$ cat src/rtl/llr_pe_array.sv
`default_nettype none
// ============================================================================
//  Module      : llr_pe_array
//  Description : Pipelined array of LLR processing elements for an SC polar
//                decoder. Each beat carries LANES LLR pairs; the whole beat is
//                processed as f (min-sum) or g (partial-sum add/subtract).
//                Results are clamped to the symmetric range
//                [-(2^(W-1)-1), 2^(W-1)-1], with per-lane clamp flags and a
//                sticky running count of clamp events.
//  Revision    : 1.0 - initial two-stage pipelined release
// ============================================================================
module llr_pe_array #(
    parameter int DATA_WIDTH = 8,
    parameter int LANES      = 4,
    parameter int CNT_WIDTH  = 16
) (
    input  logic                          clk,
    input  logic                          rst,
    input  logic                          in_valid,
    output logic                          in_ready,
    input  logic                          sel,
    input  logic [LANES-1:0]              us,
    input  logic [LANES*DATA_WIDTH-1:0]   a,
    input  logic [LANES*DATA_WIDTH-1:0]   b,
    output logic                          out_valid,
    input  logic                          out_ready,
    output logic [LANES*DATA_WIDTH-1:0]   llr_out,
    output logic [LANES-1:0]              sat_flags,
    output logic [CNT_WIDTH-1:0]          sat_count,
    input  logic                          clr_count
);

    // One extra bit holds every unsaturated f/g result (including |-2^(W-1)|
    // and the full b +/- a range) without overflow.
    localparam int c_RAW_W = DATA_WIDTH + 1;

    // Symmetric clamp limits, expressed in the wide raw domain.
    localparam logic signed [c_RAW_W-1:0] c_MAXV = {2'b00, {(DATA_WIDTH-1){1'b1}}};
    localparam logic signed [c_RAW_W-1:0] c_MINV = {2'b11, {(DATA_WIDTH-2){1'b0}}, 1'b1};

    logic                          w_advance;
    logic [LANES*c_RAW_W-1:0]      w_raw;
    logic [LANES*DATA_WIDTH-1:0]   w_sat_val;
    logic [LANES-1:0]              w_sat_flag;

    logic                          r_s1_valid;
    logic [LANES*c_RAW_W-1:0]      r_s1_raw;
    logic                          r_s2_valid;
    logic [LANES*DATA_WIDTH-1:0]   r_s2_val;
    logic [LANES-1:0]              r_s2_flags;
    logic [CNT_WIDTH-1:0]          r_sat_count;

    logic [CNT_WIDTH:0]            w_pop;
    logic [CNT_WIDTH:0]            w_sum;
    logic [CNT_WIDTH-1:0]          w_cnt_next;

    // The pipeline moves as a whole whenever the output slot is free or
    // being drained; bubbles travel with it rather than being collapsed.
    assign w_advance = !r_s2_valid || out_ready;
    assign in_ready  = w_advance && !rst;

    for (genvar i = 0; i < LANES; i++) begin : g_lane
        logic signed [c_RAW_W-1:0] w_a;
        logic signed [c_RAW_W-1:0] w_b;
        logic signed [c_RAW_W-1:0] w_abs_a;
        logic signed [c_RAW_W-1:0] w_abs_b;
        logic signed [c_RAW_W-1:0] w_mag;
        logic signed [c_RAW_W-1:0] w_f;
        logic signed [c_RAW_W-1:0] w_g;
        logic                      w_neg;
        logic signed [c_RAW_W-1:0] w_r;
        logic                      w_hi;
        logic                      w_lo;

        // Sign-extend into the wide domain so |x| and b +/- a never wrap.
        assign w_a = {a[i*DATA_WIDTH + DATA_WIDTH-1], a[i*DATA_WIDTH +: DATA_WIDTH]};
        assign w_b = {b[i*DATA_WIDTH + DATA_WIDTH-1], b[i*DATA_WIDTH +: DATA_WIDTH]};

        // f: min-sum; zero counts as positive so only true negatives flip sign.
        assign w_abs_a = w_a[c_RAW_W-1] ? -w_a : w_a;
        assign w_abs_b = w_b[c_RAW_W-1] ? -w_b : w_b;
        assign w_mag   = (w_abs_a < w_abs_b) ? w_abs_a : w_abs_b;
        assign w_neg   = w_a[c_RAW_W-1] ^ w_b[c_RAW_W-1];
        assign w_f     = w_neg ? -w_mag : w_mag;

        // g: the partial sum decides whether a is added to or taken from b.
        assign w_g = us[i] ? (w_b - w_a) : (w_b + w_a);

        assign w_raw[i*c_RAW_W +: c_RAW_W] = sel ? w_f : w_g;

        // Clamp the registered raw value to the symmetric output range.
        assign w_r  = r_s1_raw[i*c_RAW_W +: c_RAW_W];
        assign w_hi = (w_r > c_MAXV);
        assign w_lo = (w_r < c_MINV);

        assign w_sat_flag[i] = w_hi || w_lo;
        assign w_sat_val[i*DATA_WIDTH +: DATA_WIDTH] =
            w_hi ? c_MAXV[DATA_WIDTH-1:0] :
            w_lo ? c_MINV[DATA_WIDTH-1:0] :
                   w_r[DATA_WIDTH-1:0];
    end

    // Pipeline registers: S1 holds raw lane results, S2 the clamped beat.
    always_ff @(posedge clk or posedge rst) begin
        if (rst) begin
            r_s1_valid <= 1'b0;
            r_s1_raw   <= '0;
            r_s2_valid <= 1'b0;
            r_s2_val   <= '0;
            r_s2_flags <= '0;
        end else if (w_advance) begin
            r_s1_valid <= in_valid;
            // Operands are only captured on an accepted beat.
            if (in_valid) begin
                r_s1_raw <= w_raw;
            end
            r_s2_valid <= r_s1_valid;
            r_s2_val   <= w_sat_val;
            r_s2_flags <= w_sat_flag;
        end
    end

    // Number of clamped lanes in the beat currently presented at the output.
    always_comb begin
        w_pop = '0;
        for (int k = 0; k < LANES; k++) begin
            w_pop = w_pop + {{CNT_WIDTH{1'b0}}, r_s2_flags[k]};
        end
    end

    // Carry out of the widened add means the counter would pass all-ones.
    assign w_sum      = {1'b0, r_sat_count} + w_pop;
    assign w_cnt_next = w_sum[CNT_WIDTH] ? {CNT_WIDTH{1'b1}} : w_sum[CNT_WIDTH-1:0];

    // Sticky clamp-event counter; a clear wins over a same-cycle increment.
    always_ff @(posedge clk or posedge rst) begin
        if (rst) begin
            r_sat_count <= '0;
        end else if (clr_count) begin
            r_sat_count <= '0;
        end else if (r_s2_valid && out_ready) begin
            r_sat_count <= w_cnt_next;
        end
    end

    assign out_valid = r_s2_valid;
    assign llr_out   = r_s2_val;
    assign sat_flags = r_s2_flags;
    assign sat_count = r_sat_count;

endmodule
`default_nettype wire

$ cat config.mk
export PLATFORM = sky130hd
export DESIGN_NAME = llr_pe_array
export DESIGN_NICKNAME = d
export VERILOG_FILES = /design/src/rtl/llr_pe_array.sv
export SDC_FILE = /design/constraint.sdc
export NUM_CORES = 1
export LEC_CHECK = 0
export ABC_CLOCK_PERIOD_IN_PS = 7910
export CORE_UTILIZATION = 40
export CTS_CLUSTER_DIAMETER = 50
export DETAILED_ROUTE_END_ITERATION = 12
export PLACE_DENSITY = 0.65
export SLEW_MARGIN = 20
export SYNTH_ARGS = -nofsm -noshare
export SYNTH_HDL_FRONTEND = slang
export SYNTH_SLANG_ARGS = --single-unit
$ cat constraint.sdc
create_clock -name clk -period 7.91 [get_ports clk]
set_clock_uncertainty 0.05 [all_clocks]
set_input_delay 1.582 -clock clk [delete_from_list [all_inputs] [get_ports clk]]
set_output_delay 1.582 -clock clk [all_outputs]
set_load 0.01 [all_outputs]
==> results of run 1 <==
where the power goes:
part | internal, uW | switching (uW)
logic | 485 | 533
registers | 589 | 117
clock network | 318 | 178
total | 1390 | 828
per-stage QoR:
stage	worst slack, ps	power [uW]	cell area [um2]
6_report	2080	2220	11400
5_1_grt	1710	2390	11400
4_1_cts	2130	2240	11400
3_5_place_dp	1790	1740	11000
3_3_place_gp	1840	1710	11000
2_1_floorplan	2770	1340	9480
worst max-delay path by stage:
| stage | from | end | slack [ps] | cells after the start |
|---|---|---|---|---|
| floorplan | a[3] | r_s1_raw[8]$_DFFE_PP0P_ | 2770 | 17 |
| global placement | a[24] | r_s1_raw[33]$_DFFE_PP0P_ | 1840 | 22 |
| detailed placement | a[24] | r_s1_raw[33]$_DFFE_PP0P_ | 1790 | 22 |
| CTS | a[24] | r_s1_raw[33]$_DFFE_PP0P_ | 2130 | 22 |
| global route | a[24] | r_s1_raw[33]$_DFFE_PP0P_ | 1710 | 22 |
| finish | a[16] | r_s1_raw[26]$_DFFE_PP0P_ | 2080 | 18 |
worst max-delay path: cells and delay by family:
| family | cells | cell delay [ps] |
|---|---|---|
| buffers and inverters | 2 | 730 |
| adders and majority gates | 3 | 900 |
| AOI/OAI and AO/OA | 9 | 1870 |
| muxes | 2 | 730 |
| and+or+nand+nor | 2 | 140 |
layout by cell type, fill, tap and decap left out, drive strengths merged, types with 46 or more instances in the layout:
master         instances
nor2                  97
dfrtp                 90
xnor2                 79
o21ai                127
nand2                152
clkdlybuf4s50        126
xor2                  46
a21oi                 79
ha                    85
inv                   64
state kept, by name (all words and copies together), names as in the netlist:
name	count
sat_count	16
r_s1_raw	36
out_valid	1
r_s1_valid	1
llr_out	32
sat_flags	4
layout make-up:
| class | count | area, um2 | share of cell area |
|---|---|---|---|
| clock buffer | 10 | 239 | 0.0210 |
| clock inverter | 6 | 113 | 0.00992 |
| inverter | 64 | 241 | 0.0213 |
| multi-input combinational | 1001 | 6800 | 0.599 |
| sequential | 90 | 2250 | 0.198 |
| tap | 313 | 392 | 0.0345 |
| timing repair buffer | 134 | 1320 | 0.116 |
layer usage:
| metal | track usage | part of all wire | vias up |
|---|---|---|---|
| met4 | 0.0425 | 0.011 | 0 |
| met1 | 0.289 | 0.52 | 3965 |
| met5 | 0 | 0 | - |
| li1 | - | - | 4406 |
| met3 | 0.0133 | 0.028 | 19 |
| met2 | 0.321 | 0.44 | 150 |
cell families after synthesis:
logic type | after synthesis
other | 1
XOR/XNOR | 125
multiplexers | 52
AO/OA/AOI/OAI | 324
flip-flops | 90
buffers and inverters | 109
adder cells (fa/ha/maj) | 93
AND/OR/NAND/NOR | 403
==> impl_metrics.py, run 1 <==
metrics = {
    "global_route": {
        "antenna_found_initial": 0,
        "grt_pass1_wl_mm": 39.5,
        "grt_pass1_vias": 8081,
        "overflow": 0,
        "grt_usage": 0.198,
        "grt_max_degree": 66,
    },
    "route": {
        "vias": 8540,
        "drt_iter0_drc": 357,
        "dr.pass1.iters": 4,
        "drc": 0,
        "via_per_inst": 5.28,
        "ant_nets": 0,
        "avgRoutedWirePerCell_um": 14.5,
        "wirelength_mm": 23.5,
    },
    "timing": {
        "setup_tns_ps": 0,
        "min_period_ps": 5830,
        "worstMarginPinSlew_ps": 882,
        "timing.final.max_slew_violations": 0,
        "max_slew_margin": 0.410,
        "period_share": 0.737,
        "rsz0062_at_grt": "no",
        "hold_slack_ps": 411,
        "hold_viol_final": 0,
        "fmaxAchievable_ghz": 0.171,
        "setup_viol": 0,
    },
    "die": {
        "initial_core_util": 0.413,
        "die_w_um": 156,
        "die_y_um": 156,
        "core_mm2": 0.0229,
        "die-area_mm2": 0.0243,
        "io_pins": 128,
        "rows": 55,
    },
    "clock_network": {
        "numCtsBuffers": 9,
        "cts_htree_levels": 3,
        "clkTransAtPathRegs_ps": 60,
        "cts_hold_buf": 0,
        "cts_tree": "done",
        "clock_path_buffers": 2,
        "cts_setup_buffers": 0,
        "ctsResizeCount": 0,
        "clock_latency_ps": 340,
        "cts_root_buf": "clkbuf_16",
        "cts_sinks": 90,
    },
    "synthesis": {
        "yosysUniqueCellTypes": 69,
        "synth-main-ff-cell": "dfrtp_1",
        "synth_edf_count": 0,
        "yosysWarnings": 0,
        "synth-compound-area-share": 0.214,
        "synthArstFlopShare": 1.00,
        "ys_seq_area_frac": 0.238,
        "synth_simple_gate_area_frac": 0.199,
        "syn_area_mm2": 0.00946,
        "yosysMostFrequentCell": "nand2_1",
        "ys_ff_latch": 90,
        "synthTopCellsByArea": "dfrtp_1 24%, ha_1 11%, xnor2_1 7.3%",
        "postSynthAreaPerCell_um2": 7.91,
        "synth_cells": 1197,
        "synth_top_cell_area_share": 0.238,
        "synthMuxAreaShare": 0.0565,
        "yosys-top-cells-count": "152 x nand2_1, 120 x o21ai_0, 97 x nor2_1, 90 x dfrtp_1, 85 x ha_1",
        "synth_area_leader_cell": "dfrtp_1",
        "synth_top_family_by_area": "compound AO/OA/AOI/OAI gates",
        "synth_adder_area_share": 0.128,
        "synthXorXnorAreaFrac": 0.118,
    },
    "layout": {
        "layout.cells.non_filler": 1618,
        "final_nets": 1466,
        "drive_above_1_share": 0.0437,
        "final_util": 0.495,
        "syn_to_final_growth_pct": 20.0,
        "fillerInstances": 2264,
        "diodes": 0,
    },
    "placed_design": {
        "place_inst": 1602,
        "port-buffer-count": 127,
        "dpl.hpwl_mm": 18.8,
        "gp_congestion": 0.859,
    },
    "power": {
        "power.leakage_uw": 0.00487,
        "powerDensity_mw_per_mm2": 196,
        "peakVddDrop_mv": 0.115,
    },
    "setup_path": {
        "path_max_fanout": 13,
        "critPathRequiredTime_ps": 8060,
        "worstReg2RegEnd": "sat_count[13]$_DFFE_PP0P_",
        "cpMaxStageDelayCell": "clkdlybuf4s50_1",
        "rr_worst_depth": 9,
        "start_kind": "input pin",
        "reg2reg_from": "sat_flags[0]$_DFFE_PP0N_",
        "reg2reg_slack_ps": 4610,
        "crit_path_max_incr_delay_ps": 610,
        "critPathKind": "input pin to register",
        "cp_data_arrival_time_ps": 5980,
        "crit_chain": "clkdlybuf4s50_1 > inv_1 > ha_1 > nand2_1 > o21ai_0 > ha_1 > a21o_1 > a221oi_1 > o21ai_1 > a31o_1 > o21ai_4 > mux2i_1 > ha_1 > nand3_1 > mux2i_1 > o221ai_1 > a211oi_1 > o21ai_0",
        "crit_top_cell": "ha_1",
        "endpoint_kind": "register",
    },
    "flow_run": {
        "max-cap-violations": 0,
    },
    "status": {
        "outcome": "finished clean",
    },
    "min_path": {
        "worstHoldStart": "r_s1_valid$_DFFE_PP0N_",
        "hold_path_class": "register to register",
        "holdPathEnd": "out_valid$_DFFE_PP0N_",
        "worstHoldPathCells": 1,
    },
}
Power figures use the tool's default switching activity.
==> run 2: changes to the inputs <==
Settings changed: ABC_CLOCK_PERIOD_IN_PS 7910 to 6000.
Clock period 7.91 ns to 6 ns, I/O delays scaled along.
==> impl_metrics.py, run 2 (same netlist as run 1, synthesis figures left out) <==
metrics = {
    "die": {
        "io_pins": 128,
        "initial_core_util": 0.413,
        "die-area_mm2": 0.0243,
        "core_mm2": 0.0229,
        "rows": 55,
        "die_y_um": 156,
        "die_w_um": 156,
    },
    "setup_path": {
        "crit_chain": "clkdlybuf4s50_1 > or3_1 > or3_1 > nand2_1 > xor2_1 > inv_1 > ha_1 > o21ai_0 > nand2b_1 > a31o_1 > o21ai_4 > mux2i_1 > ha_1 > nand3_1 > mux2i_1 > o221ai_1 > a211oi_1 > o21ai_0",
        "reg2reg_slack_ps": 2720,
        "path_buf_inv": 2,
        "crit_path_max_incr_delay_ps": 520,
        "critPathRequiredTime_ps": 6150,
        "cp_data_arrival_time_ps": 5410,
        "rr_worst_depth": 9,
        "critPathKind": "input pin to register",
        "start_kind": "input pin",
        "cpMaxStageDelayCell": "clkdlybuf4s50_1",
        "crit_cells": 18,
        "startpoint": "a[18]",
        "path_max_fanout": 6,
        "crit_family": "simple AND/OR/NAND/NOR gates",
        "endpoint": "r_s1_raw[26]$_DFFE_PP0P_",
        "worstReg2RegEnd": "sat_count[13]$_DFFE_PP0P_",
        "reg2reg_from": "sat_flags[0]$_DFFE_PP0N_",
        "endpoint_kind": "register",
    },
    "route": {
        "via_per_inst": 5.32,
        "avgRoutedWirePerCell_um": 14.7,
        "drc": 0,
        "drt_iter0_drc": 452,
        "vias": 8637,
        "wirelength_mm": 23.8,
        "dr.pass1.iters": 5,
        "ant_nets": 0,
    },
    "clock_network": {
        "cts_root_buf": "clkbuf_16",
        "numCtsBuffers": 9,
        "clock_latency_ps": 330,
        "cts_htree_levels": 3,
        "clock_path_buffers": 2,
        "cts_tree": "done",
        "clkTransAtPathRegs_ps": 70,
        "cts_setup_buffers": 0,
        "cts_sinks": 90,
        "cts_hold_buf": 0,
        "ctsResizeCount": 0,
    },
    "layout": {
        "diodes": 0,
        "stdcell_area_mm2": 0.0113,
        "fillerInstances": 2259,
        "drive_above_1_share": 0.0450,
        "final_common_cell": "nand2_1",
        "final_cell_mix": "152 x nand2_1, 126 x clkdlybuf4s50_1, 120 x o21ai_0",
        "ff_latch_area_mm2": 0.00225,
        "top_register": "r_s1_raw",
        "final_nets": 1471,
        "largest_register_ffs": 36,
        "syn_to_final_growth_pct": 19.7,
        "multi_input_area_mm2": 0.00680,
    },
    "timing": {
        "max_slew_margin": 0.431,
        "timing.final.max_slew_violations": 0,
        "rsz0062_at_grt": "no",
        "setup_viol": 0,
        "hold_viol_final": 0,
        "fmaxAchievable_ghz": 0.190,
        "min_period_ps": 5260,
        "period_share": 0.877,
        "worstMarginPinSlew_ps": 851,
        "setup_tns_ps": 0,
    },
    "placed_design": {
        "port-buffer-count": 127,
        "placed_area_mm2": 0.0110,
        "gp_congestion": 0.875,
        "dpl.hpwl_mm": 19.2,
    },
    "min_path": {
        "hold_path_class": "register to register",
    },
    "global_route": {
        "grt_max_degree": 66,
        "grt_pass1_vias": 8127,
        "antenna_found_initial": 0,
        "overflow": 0,
        "grt_pass1_wl_mm": 39.8,
        "grt_usage": 0.200,
    },
    "status": {
        "outcome": "finished clean",
    },
    "power": {
        "power.leakage_uw": 0.00486,
        "peakVddDrop_mv": 0.128,
        "powerDensity_mw_per_mm2": 250,
    },
    "flow_run": {
        "max-cap-violations": 0,
    },
}
## run 2: cell types whose count changed in the layout (fill, tap and decap cells not counted)
cell        before  now
bufinv_16        3    1
clkinv_2         2    1
clkbuf_1         0    3
clkinvlp_4       0    1
clkinv_4         1    0
buf_4            7   12
inv_4            0    1
clkbuf_8         1    0
## run 2: power breakdown
part	switching, uW	leakage (uW)	internal [uW]
Sequential	156	0.00111	777
Combinational	706	0.00362	642
Clock	225	0.000137	324
## run 2: layout make-up
cell class / instances / area share
clock buffer: 12 / 0.0209
clock inverter: 4 / 0.00453
inverter: 64 / 0.0214
multi-input combinational: 1001 / 0.600
sequential: 90 / 0.199
tap: 313 / 0.0346
timing repair buffer: 139 / 0.120
## run 2: worst min-delay path by stage
stage | start | cells after the start | to
after global routing | r_s1_valid$_DFFE_PP0N_ | 1 | out_valid$_DFFE_PP0N_
after detailed placement | llr_out[31]$_DFFE_PP0N_ | 2 | llr_out[31]$_DFFE_PP0N_
after floorplan | r_s1_valid$_DFFE_PP0N_ | 1 | out_valid$_DFFE_PP0N_
after CTS | llr_out[31]$_DFFE_PP0N_ | 2 | llr_out[31]$_DFFE_PP0N_
final | llr_out[24]$_DFFE_PP0N_ | 2 | llr_out[24]$_DFFE_PP0N_
after global placement | r_s1_valid$_DFFE_PP0N_ | 1 | out_valid$_DFFE_PP0N_
## run 2: layer usage
layer  GRT usage  wire length (um)  vias up
met3      0.0172               803       14
met1       0.292             12200     4028
met4      0.0359               204        0
met5           0                 0        -
li1            -                 -     4421
met2       0.322             10600      174
## run 2: metrics by stage
step	hold WS [ps]	total power, uW	util	setup slack, ps	std cells
3_5_place_dp	405	2300	0.482	454	1607
4_1_cts	419	2850	0.494	804	1623
5_1_grt	441	3050	0.494	337	1623
2_1_floorplan	385	1760	-	1240	1200
6_report	415	2830	0.494	741	1623
3_3_place_gp	394	2260	0.481	537	1607
## run 2: worst min-delay path, stage by stage (launching register included)
cell	delay, ps
dfrtp_1	340
nand2_1	50
nand2_1	50
